<file path="config.mk">
export PLATFORM = sky130hd
export DESIGN_NAME = matrix_row_scanner_flat
export DESIGN_NICKNAME = d
export VERILOG_FILES = /design/src/rtl/matrix_row_scanner_pkg.sv /design/src/rtl/matrix_row_scanner_if.sv /design/src/rtl/matrix_row_scanner_row_slot_timer.sv /design/src/rtl/matrix_row_scanner.sv /design/src/flat_wrapper.sv
export SDC_FILE = /design/constraint.sdc
export NUM_CORES = 1
export LEC_CHECK = 0
export BUFFER_PORTS_ARGS = -buffer_cell sky130_fd_sc_hd__clkbuf_2
export CAP_MARGIN = 20
export CORE_AREA = 2 2 79 81
export DETAILED_ROUTE_END_ITERATION = 12
export DIE_AREA = 0 0 81 83
export SYNTH_ARGS = -nofsm -noshare
export SYNTH_HDL_FRONTEND = slang
export SYNTH_SLANG_ARGS = --single-unit
</file>
<file path="constraint.sdc">
create_clock -name clk -period 5.35 [get_ports clk]
set_input_delay 0.535 -clock clk [delete_from_list [all_inputs] [get_ports clk]]
set_output_delay 0.535 -clock clk [all_outputs]
set_load 0.05 [all_outputs]
</file>
<file path="src/rtl/matrix_row_scanner_pkg.sv">
// matrix_pkg: shared types and constants for the 7x5 LED matrix row scanner.
//   state_t        scanner FSM states (idle / blanking gap / row lit)
//   MATRIX_ROWS    physical row count of the matrix
//   MATRIX_COLS    physical column count of the matrix
//   HH_MODE_*      encodings of the 2-bit display mode HH
package matrix_pkg;

   // Enum literals carry an ST_ prefix so they never collide with the
   // BLANK timing parameter of the scanner.
   typedef enum logic [1:0] {
      ST_IDLE  = 2'd0,
      ST_BLANK = 2'd1,
      ST_SHOW  = 2'd2
   } state_t;

   localparam int unsigned MATRIX_ROWS = 7;
   localparam int unsigned MATRIX_COLS = 5;

   localparam logic [1:0] HH_MODE_0 = 2'b00;
   localparam logic [1:0] HH_MODE_1 = 2'b01;
   localparam logic [1:0] HH_MODE_2 = 2'b10;
   localparam logic [1:0] HH_MODE_3 = 2'b11;

endpackage

</file>
<file path="src/rtl/matrix_row_scanner_if.sv">
// matrix_row_scanner_if: signal bundle between the row scanner and its
// environment (mode selector, preset stages, LED matrix drivers).
//   en          scan enable
//   hh_in       requested display mode
//   col_data    column patterns, row r at [r*COLS +: COLS]
//   hh_out      frame-stable mode broadcast to the preset stages
//   row_n       active-low one-hot row drive
//   col         active-high column drive
//   row_idx     index of the row currently being scanned
//   frame_start one-cycle pulse at the first cycle of row 0's slot
// master: environment side; slave: scanner side.
interface matrix_row_scanner_if
   import matrix_pkg::*;
#(
   parameter int ROWS = MATRIX_ROWS,
   parameter int COLS = MATRIX_COLS
);
   localparam int IW = $clog2(ROWS);

   logic                 en;
   logic [1:0]           hh_in;
   logic [ROWS*COLS-1:0] col_data;
   logic [1:0]           hh_out;
   logic [ROWS-1:0]      row_n;
   logic [COLS-1:0]      col;
   logic [IW-1:0]        row_idx;
   logic                 frame_start;

   modport master (
      output en, hh_in, col_data,
      input  hh_out, row_n, col, row_idx, frame_start
   );

   modport slave (
      input  en, hh_in, col_data,
      output hh_out, row_n, col, row_idx, frame_start
   );

endinterface

</file>
<file path="src/rtl/matrix_row_scanner_row_slot_timer.sv">
// row_slot_timer: cycle counter for one scanner state (blank or show phase).
//   clk, rst_n     clock, asynchronous active-low reset
//   i_clr          restart counting from 0 on the next edge
//   o_blank_last   counter is on the last cycle of a BLANK-cycle phase
//   o_show_last    counter is on the last cycle of a (DIV-BLANK)-cycle phase
module row_slot_timer #(
   parameter int DIV   = 50000,
   parameter int BLANK = 16
) (
   input  logic clk,
   input  logic rst_n,
   input  logic i_clr,
   output logic o_blank_last,
   output logic o_show_last
);

   localparam int CW = (DIV > 1) ? $clog2(DIV) : 1;

   logic [CW-1:0] r_cnt;

   always_ff @(posedge clk or negedge rst_n) begin
      if (!rst_n)     r_cnt <= '0;
      else if (i_clr) r_cnt <= '0;
      else            r_cnt <= r_cnt + CW'(1);
   end

   assign o_blank_last = (r_cnt == CW'(BLANK - 1));
   assign o_show_last  = (r_cnt == CW'(DIV - BLANK - 1));

endmodule

</file>
<file path="src/rtl/matrix_row_scanner.sv">
// matrix_row_scanner: time-multiplexed row driver for the LED matrix.
// Latches the display mode once per frame, then scans rows one at a time,
// each slot being BLANK dark cycles followed by DIV-BLANK lit cycles.
//   clk, rst_n  clock, asynchronous active-low reset
//   bus         matrix_row_scanner_if.slave (en, hh_in, col_data in;
//               hh_out, row_n, col, row_idx, frame_start out)
module matrix_row_scanner
   import matrix_pkg::*;
#(
   parameter int ROWS  = MATRIX_ROWS,
   parameter int COLS  = MATRIX_COLS,
   parameter int DIV   = 50000,
   parameter int BLANK = 16
) (
   input logic                 clk,
   input logic                 rst_n,
   matrix_row_scanner_if.slave bus
);

   localparam int IW = $clog2(ROWS);
   localparam logic [IW-1:0] LAST_ROW = IW'(ROWS - 1);

   state_t          r_state, w_state_nxt;
   logic [IW-1:0]   r_row_idx, w_row_idx_nxt;
   logic [1:0]      r_hh, w_hh_nxt;
   logic [ROWS-1:0] r_row_n, w_row_n_nxt;
   logic [COLS-1:0] r_col, w_col_nxt;
   logic            r_fs, w_fs_nxt;
   logic            w_clr, w_blank_last, w_show_last;

   row_slot_timer #(
      .DIV   (DIV),
      .BLANK (BLANK)
   ) u_timer (
      .clk          (clk),
      .rst_n        (rst_n),
      .i_clr        (w_clr),
      .o_blank_last (w_blank_last),
      .o_show_last  (w_show_last)
   );

   // Counter restarts on every state entry and is parked at 0 while idle.
   assign w_clr = (w_state_nxt != r_state) || (r_state == ST_IDLE);

   // State register
   always_ff @(posedge clk or negedge rst_n) begin
      if (!rst_n) r_state <= ST_IDLE;
      else        r_state <= w_state_nxt;
   end

   // Next-state logic; dropping en overrides everything, including a
   // frame boundary on the same cycle.
   always_comb begin
      w_state_nxt = r_state;
      if (!bus.en) begin
         w_state_nxt = ST_IDLE;
      end else begin
         unique case (r_state)
            ST_IDLE:  w_state_nxt = ST_BLANK;
            ST_BLANK: if (w_blank_last) w_state_nxt = ST_SHOW;
            ST_SHOW:  if (w_show_last)  w_state_nxt = ST_BLANK;
            default:  w_state_nxt = ST_IDLE;
         endcase
      end
   end

   // Output logic: next values of the registered outputs, decoded from the
   // transition being taken so row_n/col change exactly on state entry.
   always_comb begin
      w_row_n_nxt   = '1;
      w_col_nxt     = '0;
      w_fs_nxt      = 1'b0;
      w_hh_nxt      = r_hh;
      w_row_idx_nxt = r_row_idx;
      unique case (w_state_nxt)
         ST_IDLE: begin
            w_row_idx_nxt = '0;
         end
         ST_BLANK: begin
            if (r_state == ST_IDLE) begin
               w_row_idx_nxt = '0;
               w_hh_nxt      = bus.hh_in;
               w_fs_nxt      = 1'b1;
            end else if (r_state == ST_SHOW) begin
               if (r_row_idx == LAST_ROW) begin
                  w_row_idx_nxt = '0;
                  w_hh_nxt      = bus.hh_in;
                  w_fs_nxt      = 1'b1;
               end else begin
                  w_row_idx_nxt = r_row_idx + IW'(1);
               end
            end
         end
         ST_SHOW: begin
            w_row_n_nxt[r_row_idx] = 1'b0;
            // Slice is captured on the last blank cycle, then held.
            w_col_nxt = (r_state == ST_BLANK) ? bus.col_data[r_row_idx*COLS +: COLS] : r_col;
         end
         default: ;
      endcase
   end

   // Output registers
   always_ff @(posedge clk or negedge rst_n) begin
      if (!rst_n) begin
         r_row_n   <= '1;
         r_col     <= '0;
         r_hh      <= '0;
         r_row_idx <= '0;
         r_fs      <= 1'b0;
      end else begin
         r_row_n   <= w_row_n_nxt;
         r_col     <= w_col_nxt;
         r_hh      <= w_hh_nxt;
         r_row_idx <= w_row_idx_nxt;
         r_fs      <= w_fs_nxt;
      end
   end

   assign bus.row_n       = r_row_n;
   assign bus.col         = r_col;
   assign bus.hh_out      = r_hh;
   assign bus.row_idx     = r_row_idx;
   assign bus.frame_start = r_fs;

endmodule

</file>
<file path="src/flat_wrapper.sv">
// flat-port wrapper written by rule: the top's interface ports become plain ports
module matrix_row_scanner_flat import matrix_pkg::*;
#(
   parameter int ROWS  = MATRIX_ROWS,
   parameter int COLS  = MATRIX_COLS,
   parameter int DIV   = 50000,
   parameter int BLANK = 16
)
  (clk, rst_n, bus_en, bus_hh_in, bus_col_data, bus_hh_out, bus_row_n, bus_col, bus_row_idx, bus_frame_start);
  matrix_row_scanner_if #(.ROWS(ROWS), .COLS(COLS)) bus_i ();
  input logic clk;
  input logic rst_n;
  input wire logic [$bits(bus_i.en)-1:0] bus_en;
  input wire logic [$bits(bus_i.hh_in)-1:0] bus_hh_in;
  input wire logic [$bits(bus_i.col_data)-1:0] bus_col_data;
  output wire logic [$bits(bus_i.hh_out)-1:0] bus_hh_out;
  output wire logic [$bits(bus_i.row_n)-1:0] bus_row_n;
  output wire logic [$bits(bus_i.col)-1:0] bus_col;
  output wire logic [$bits(bus_i.row_idx)-1:0] bus_row_idx;
  output wire logic [$bits(bus_i.frame_start)-1:0] bus_frame_start;
  assign bus_i.en = bus_en;
  assign bus_i.hh_in = bus_hh_in;
  assign bus_i.col_data = bus_col_data;
  assign bus_hh_out = bus_i.hh_out;
  assign bus_row_n = bus_i.row_n;
  assign bus_col = bus_i.col;
  assign bus_row_idx = bus_i.row_idx;
  assign bus_frame_start = bus_i.frame_start;
  matrix_row_scanner #(.ROWS(ROWS), .COLS(COLS), .DIV(DIV), .BLANK(BLANK)) u_core (.clk(clk), .rst_n(rst_n), .bus(bus_i));
endmodule
</file>
==> results of run 1 <==
layout by cell type (no fill, tap or decap), types with 3 or more instances in the layout:
| cell | count |
|---|---|
| nor4_1 | 3 |
| nor2_1 | 10 |
| o211ai_1 | 10 |
| clkbuf_8 | 5 |
| dfrtp_1 | 29 |
| nand3b_1 | 6 |
| nand2b_1 | 7 |
| nor3_1 | 5 |
| nand4_1 | 5 |
| nor2b_1 | 4 |
| dfstp_2 | 7 |
| nand2_1 | 3 |
| clkbuf_2 | 57 |
| a21oi_1 | 19 |
| inv_1 | 6 |
| o21a_1 | 3 |
| nand3_1 | 9 |
| mux4_2 | 5 |
| xnor2_1 | 13 |
| a211oi_1 | 5 |
| mux2i_1 | 5 |
| o31ai_1 | 4 |
power by group:
part,switching (mW),leakage (nW),internal (mW)
logic,0.0278,0.467,0.0205
clock network,0.100,0.0479,0.0907
registers,0.00218,0.471,0.276
total,0.130,0.987,0.387
stage by stage:
| step | util | instance area (sq um) | worst slack (ps) | total power, mW | instances |
|---|---|---|---|---|---|
| floorplan | - | 2046 | 3211 | 0.3071 | 196 |
| global placement | 0.4090 | 2379 | 3057 | 0.3315 | 318 |
| detailed placement | 0.4090 | 2379 | 3048 | 0.3318 | 318 |
| CTS | 0.4241 | 2466 | 3003 | 0.5263 | 326 |
| global route | 0.4241 | 2466 | 2816 | 0.5461 | 326 |
| finish | 0.4241 | 2466 | 3057 | 0.5169 | 326 |
cell families (layout without fill, tap and decap cells):
| logic type | count (synthesis) | after routing | synth area share |
|---|---|---|---|
| compound gates | 52 | 52 | 0.1725 |
| xor+xnor | 14 | 14 | 0.05994 |
| fa+ha+maj | 1 | 1 | 0.006115 |
| buf+inv | 16 | 71 | 0.03364 |
| flops | 36 | 36 | 0.4447 |
| mux | 10 | 10 | 0.07951 |
| simple gates | 67 | 67 | 0.2037 |
flip-flops by register name, indices dropped and copies added, names as in the netlist:
signal / flops
u_core.u_timer.r_cnt: 16
u_core.bus.col: 5
u_core.bus.row_n: 7
u_core.bus.frame_start: 1
u_core.r_state: 2
u_core.bus.row_idx: 3
u_core.bus.hh_out: 2
worst max path at each step:
stage / from / end / slack [ps] / depth (start not counted)
2_1_floorplan: u_core.bus.row_idx[0] / u_core.bus.col[4] / 3210 / 5
3_3_place_gp: u_core.u_timer.r_cnt[0] / u_core.u_timer.r_cnt[1] / 3060 / 5
3_5_place_dp: u_core.u_timer.r_cnt[0] / u_core.u_timer.r_cnt[1] / 3050 / 5
4_1_cts: u_core.u_timer.r_cnt[0] / u_core.u_timer.r_cnt[1] / 3000 / 5
5_1_grt: u_core.u_timer.r_cnt[0] / u_core.u_timer.r_cnt[1] / 2820 / 5
6_report: u_core.u_timer.r_cnt[0] / u_core.u_timer.r_cnt[1] / 3060 / 5
synth_stat cells, types with 2 or more instances:
library cell and number:
mux4_2 5, dfstp_2 7, nand2_1 3, a211oi_1 5, nand4b_1 2, mux2i_1 5
nor3_1 5, o211ai_1 10, nand3_1 9, and3b_1 2, o21a_1 3, nand2b_1 7
a21oi_1 19, nor4_1 3, or4_1 2, inv_1 6, dfrtp_1 29, xnor2_1 13
nand4_1 5, or4_4 2, buf_1 2, a31oi_1 2, nor3b_1 2, clkbuf_1 6
nor2b_1 4, nand3b_1 6, nor4_2 2, o31ai_1 4, nor2_1 10, a22o_1 2
layout make-up:
class / count / area [sq um]
Fill cell: 594 / 3349
Multi-Input combinational cell: 144 / 1067
Sequential cell: 36 / 909.6
Timing Repair Buffer: 57 / 285.3
Tap cell: 75 / 93.84
Clock buffer: 5 / 68.82
Inverter: 6 / 22.52
Clock inverter: 3 / 18.77
worst max-delay path: stages (launching register included):
cell and delay [ps]:
dfrtp_1 390, ha_1 200, nand3_1 320, nor4_2 530
nand3b_1 540, a21boi_0 180
metal layers:
metal / part of all wire / vias up
li1: - / 850
met1: 0.43 / 858
met2: 0.48 / 49
met3: 0.071 / 7
met4: 0.014 / 0
met5: 0 / -
==> run summary, run 1 <==
class of the worst hold path: in -> async
met1 Usage GRT: 0.1690
YS warnings: 0
number of global-route vias before repair: 1699
DR pass1 iterations: 4
Top Ports: 58
row count: 28
CTS max path bufs: 2
Worst Path Class, Setup: reg -> reg
share of the synthesized area in the top cell type: 0.3547
Slew @ Worst Pin: 908.2 ps
syn_area_per_cell: 10.44 sq um
vias per cell: 5.411
share of layout cells above drive strength 1: 0.3307
post-DP HPWL: 3.202 mm
Reg-to-Reg Start: u_core.u_timer.r_cnt[0]
Initial DRC Count: 70
Post-Syn Area: 2046 sq um
die width: 81 um
# nets final: 291
Starting Density: 0.3518
Leak: 0.9865 nW
Final Cycle Share: 0.4287
Synth Instances: 196
hold_buf cts: 0
Die H: 83 um
total wire length: 4.593 mm
status: completed
post-CTS resize count: 0
initial antenna violation count: 0
most used routing layer: met2
RSZ-0062 raised after global routing: no
Pins Over Slew Limit: 0
sequential area share after synthesis: 0.4446
post-synth top area cell: dfrtp_1
Final ANT Viol Nets: 0
Avg WL per Cell: 14.09 um
CP Launch Type: flop
Tot GR Track Use: 0.1427
maxcap violations: 0
GP Congestion: 0.7097
met2 Usage GRT: 0.2404
Layout area overhead: 20.55%
Worst R2R Setup Slack: 3060 ps
cells on worst reg2reg path: 5
final hold violation count: 0
Fmax: 0.4360 GHz
Tmin final: 2293 ps
Crit. End Element: flop
die footprint: 6723 sq um
Clock Skew: 11.37 ps
Area contributors post-synth: dfrtp_1, dfstp_2, xnor2_1
prevailing post-synth register cell: dfrtp_1
critical path fanouts, max: 16
Diodes inserted: 0
setup_tns: 0 ps
Worst Path Arrival: 2450 ps
Clk pin slew, worst setup/hold paths: 80 ps
EDFF count, synth: 0
Synth async-reset ratio: 1.000
DR DRC count: 0
vias: 1764
first-pass GRT wire length: 7.590 mm
worst hold slack: 365.4 ps
post-CTS setup buffers: 0
CTS H-Tree Depth: 2
grt ovf: 0
IO buf count: 57
CTS tree: yes
post-synthesis cell type count: 44
syn nets: 237
Worst IR Drop VDD: 0.0001180 V
largest net degree at the start of global routing: 37
final setup fails: 0
clock root buffer: clkbuf_8
Sink Count: 36
Critical Path RT: 5500 ps
reg-to-reg critical path endpoint: u_core.u_timer.r_cnt[1]
power density over the cells: 209.6 nW/um^2
Synth Register Bits: 36
core box area: 5816 sq um
max_slew headroom: 0.3946
clk_lat worst skew: 290 ps
met3 GRT Util: 0.04565
TritonCTS buffer count: 5
Power figures use the tool's default switching activity.
==> run 2: changes to the inputs <==
--- a/config.mk
+++ b/config.mk
@@ -5,11 +5,12 @@
 export SDC_FILE = /design/constraint.sdc
 export NUM_CORES = 1
 export LEC_CHECK = 0
+export ABC_AREA = 1
 export BUFFER_PORTS_ARGS = -buffer_cell sky130_fd_sc_hd__clkbuf_2
 export CAP_MARGIN = 20
-export CORE_AREA = 2 2 79 81
+export CORE_AREA = 2 2 78 80
 export DETAILED_ROUTE_END_ITERATION = 12
-export DIE_AREA = 0 0 81 83
+export DIE_AREA = 0 0 80 82
 export SYNTH_ARGS = -nofsm -noshare
 export SYNTH_HDL_FRONTEND = slang
 export SYNTH_SLANG_ARGS = --single-unit
==> constraint.sdc (replaced) <==
create_clock -name clk -period 1.9 [get_ports clk]
set_input_delay 0.19 -clock clk [delete_from_list [all_inputs] [get_ports clk]]
set_output_delay 0.19 -clock clk [all_outputs]
set_load 0.05 [all_outputs]
==> run 2 against run 1 <==
Combinational power increased to 7.0 times the previous value. Via count increased by 5.3%. Sequential share of layout area decreased by 0.97 points. Critical path type unchanged. Highest routed layer unchanged.
==> run summary, run 2 <==
Final Cycle Share: 0.9078
critical path's top delay family: simple AND/OR/NAND/NOR gates
post-DP HPWL: 3.554 mm
Starting Density: 0.3495
share of the synthesized area in the top cell type: 0.3614
CTS H-Tree Depth: 2
core box area: 5746 sq um
most frequent cells in the layout: clkbuf_2, nand2_1, nor2_1
syn nets: 288
IO buf count: 57
worst hold slack: 99.00 ps
Clock Skew: 6.478 ps
post-layout util: 0.4408
CTS tree: yes
Placed Area: 2395 sq um
largest register by flop count: u_core.u_timer.r_cnt
row count: 28
Levels on crit path: 10
max_slew headroom: 0.7050
Tmin final: 1725 ps
Sequential Power Share: 0.464
Layout area overhead: 26.11%
Synth async-reset ratio: 1.000
Slew @ Worst Pin: 442.5 ps
first-pass GRT wire length: 7.838 mm
Fmax: 0.5797 GHz
Slowest-stage cell, CP: dfrtp_1
die footprint: 6560 sq um
number of global-route vias before repair: 1736
clock root buffer: clkbuf_8
Post-synth top cells: nand2_1, nor2_1, dfrtp_1
pre-CTS worst setup slack: 144.0 ps
clk_lat worst skew: 290 ps
Worst Path Class, Setup: reg -> reg
Gate power share: 0.192
max reg flops: 16
Synth Register Bits: 36
fillers: 616
final setup fails: 0
grt ovf: 0
setup_tns: 0 ps
DR DRC count: 0
Initial DRC Count: 78
PnR Total Power: 1.749 mW
TritonCTS buffer count: 5
Tot GR Track Use: 0.1538
switching power: 0.5188 mW
die width: 80 um
class of the worst hold path: in -> reg
Area contributors post-synth: dfrtp_1, dfstp_2, nand2_1
Final ANT Viol Nets: 0
CTS max path bufs: 2
Sw Ratio: 0.2966
CP cell instances: ha_1 -> nand3_2 -> nor2_1 -> nand2_1 -> nand2_2 -> nand3_2 -> inv_2 -> nor2_2 -> nand3_4 -> nor2_1
Leak: 1.179 nW
top-count cell post-synth: nand2_1
critical path fanouts, max: 8
YS warnings: 0
Worst Path Arrival: 1940 ps
initial antenna violation count: 0
fin cells: 392
Clock Power Share: 0.344
syn_area_per_cell: 8.130 sq um
WP buf/inv: 1
vias per cell: 4.737
Synth Instances: 247
Avg WL per Cell: 12.23 um
Die H: 82 um
vias: 1857
prevailing post-synth register cell: dfrtp_1
Pins Over Slew Limit: 0
GP Congestion: 0.8273
Post-Syn Area: 2008 sq um
CP Launch Type: flop
PnR worst setup slack: 175.1 ps
share of layout cells above drive strength 1: 0.3249
Worst IR Drop VDD: 0.0002576 V
Top Ports: 58
status: completed
RSZ-0062 raised after global routing: no
Sink Count: 36
Critical Path RT: 2110 ps
power density over the cells: 690.7 nW/um^2
largest net degree at the start of global routing: 37
EDFF count, synth: 0
cells on worst reg2reg path: 10
final hold violation count: 0
post-synthesis cell type count: 31
sequential area share after synthesis: 0.4530
placed cells: 381
final instance area: 2532 sq um
total wire length: 4.793 mm
# nets final: 357
post-synth top area cell: dfrtp_1
Cell Int Power: 1.230 mW
Diodes inserted: 0
Clk pin slew, worst setup/hold paths: 70 ps
DR pass1 iterations: 4
maxcap violations: 0
Worst R2R Setup Slack: 180 ps
Crit. End Element: flop
slowest stage delay, CP: 400 ps
most common cell after layout, fill and taps aside: clkbuf_2
Worst Hold Path Cells: 3
## run 2: final cells by class
type,count,area [sq um],area share
Multi-Input combinational cell,178,968.4,0.3824
Clock buffer,8,100.1,0.03953
Inverter,30,112.6,0.04447
Tap cell,75,93.84,0.03706
Timing Repair Buffer,65,347.8,0.1374
Sequential cell,36,909.6,0.3592
## run 2: worst min-delay path, cell delays in order
cell and delay [ps]:
clkbuf_2 70, nand2_1 40, nand2_1 50
## run 2: power by group through the flow
stage / Combinational [mW] / Sequential, mW / Clock (mW)
after floorplan: 0.147 / 0.896 / 0
after global placement: 0.325 / 0.826 / 0
after detailed placement: 0.327 / 0.826 / 0
after CTS: 0.329 / 0.812 / 0.620
after global routing: 0.369 / 0.815 / 0.656
final: 0.336 / 0.812 / 0.602
## run 2: worst paths after layout
path | start | end
max in group asynchronous | rst_n | u_core.bus.row_n[4]
hold reg to reg | u_core.u_timer.r_cnt[0] | u_core.u_timer.r_cnt[0]
min in group asynchronous | rst_n | u_core.u_timer.r_cnt[9]
setup reg to reg | u_core.u_timer.r_cnt[0] | u_core.u_timer.r_cnt[2]
hold / removal | bus_hh_in[0] | u_core.bus.hh_out[0]
setup / recovery | u_core.u_timer.r_cnt[0] | u_core.u_timer.r_cnt[2]
## run 2: kinds of logic (layout without fill, tap and decap cells)
kind of cell    Yosys count  after routing  synth area share
simple gates            137            138            0.3308
fa+ha+maj                 1              1          0.006230
compound gates           27             27           0.08288
xor+xnor                 12             12           0.05234
flops                    36             36            0.4530
buf+inv                  34            103           0.07477
## run 2: metal layers
| layer | up-vias | global-route usage | wire length (um) |
|---|---|---|---|
| li1 | 945 | - | - |
| met1 | 847 | 0.1919 | 2168 |
| met2 | 58 | 0.2583 | 2292 |
| met3 | 7 | 0.04176 | 267 |
| met4 | 0 | 0.05085 | 64 |
| met5 | - | 0 | 0 |
## run 2: repair_timing
item / CTS / global route
hold buffers: 1 / 0
endpoints found under the hold margin: 29 / 0
gates resized for setup: 0 / 2
setup buffers: 0 / 1
setup endpoints to repair: 0 / 16
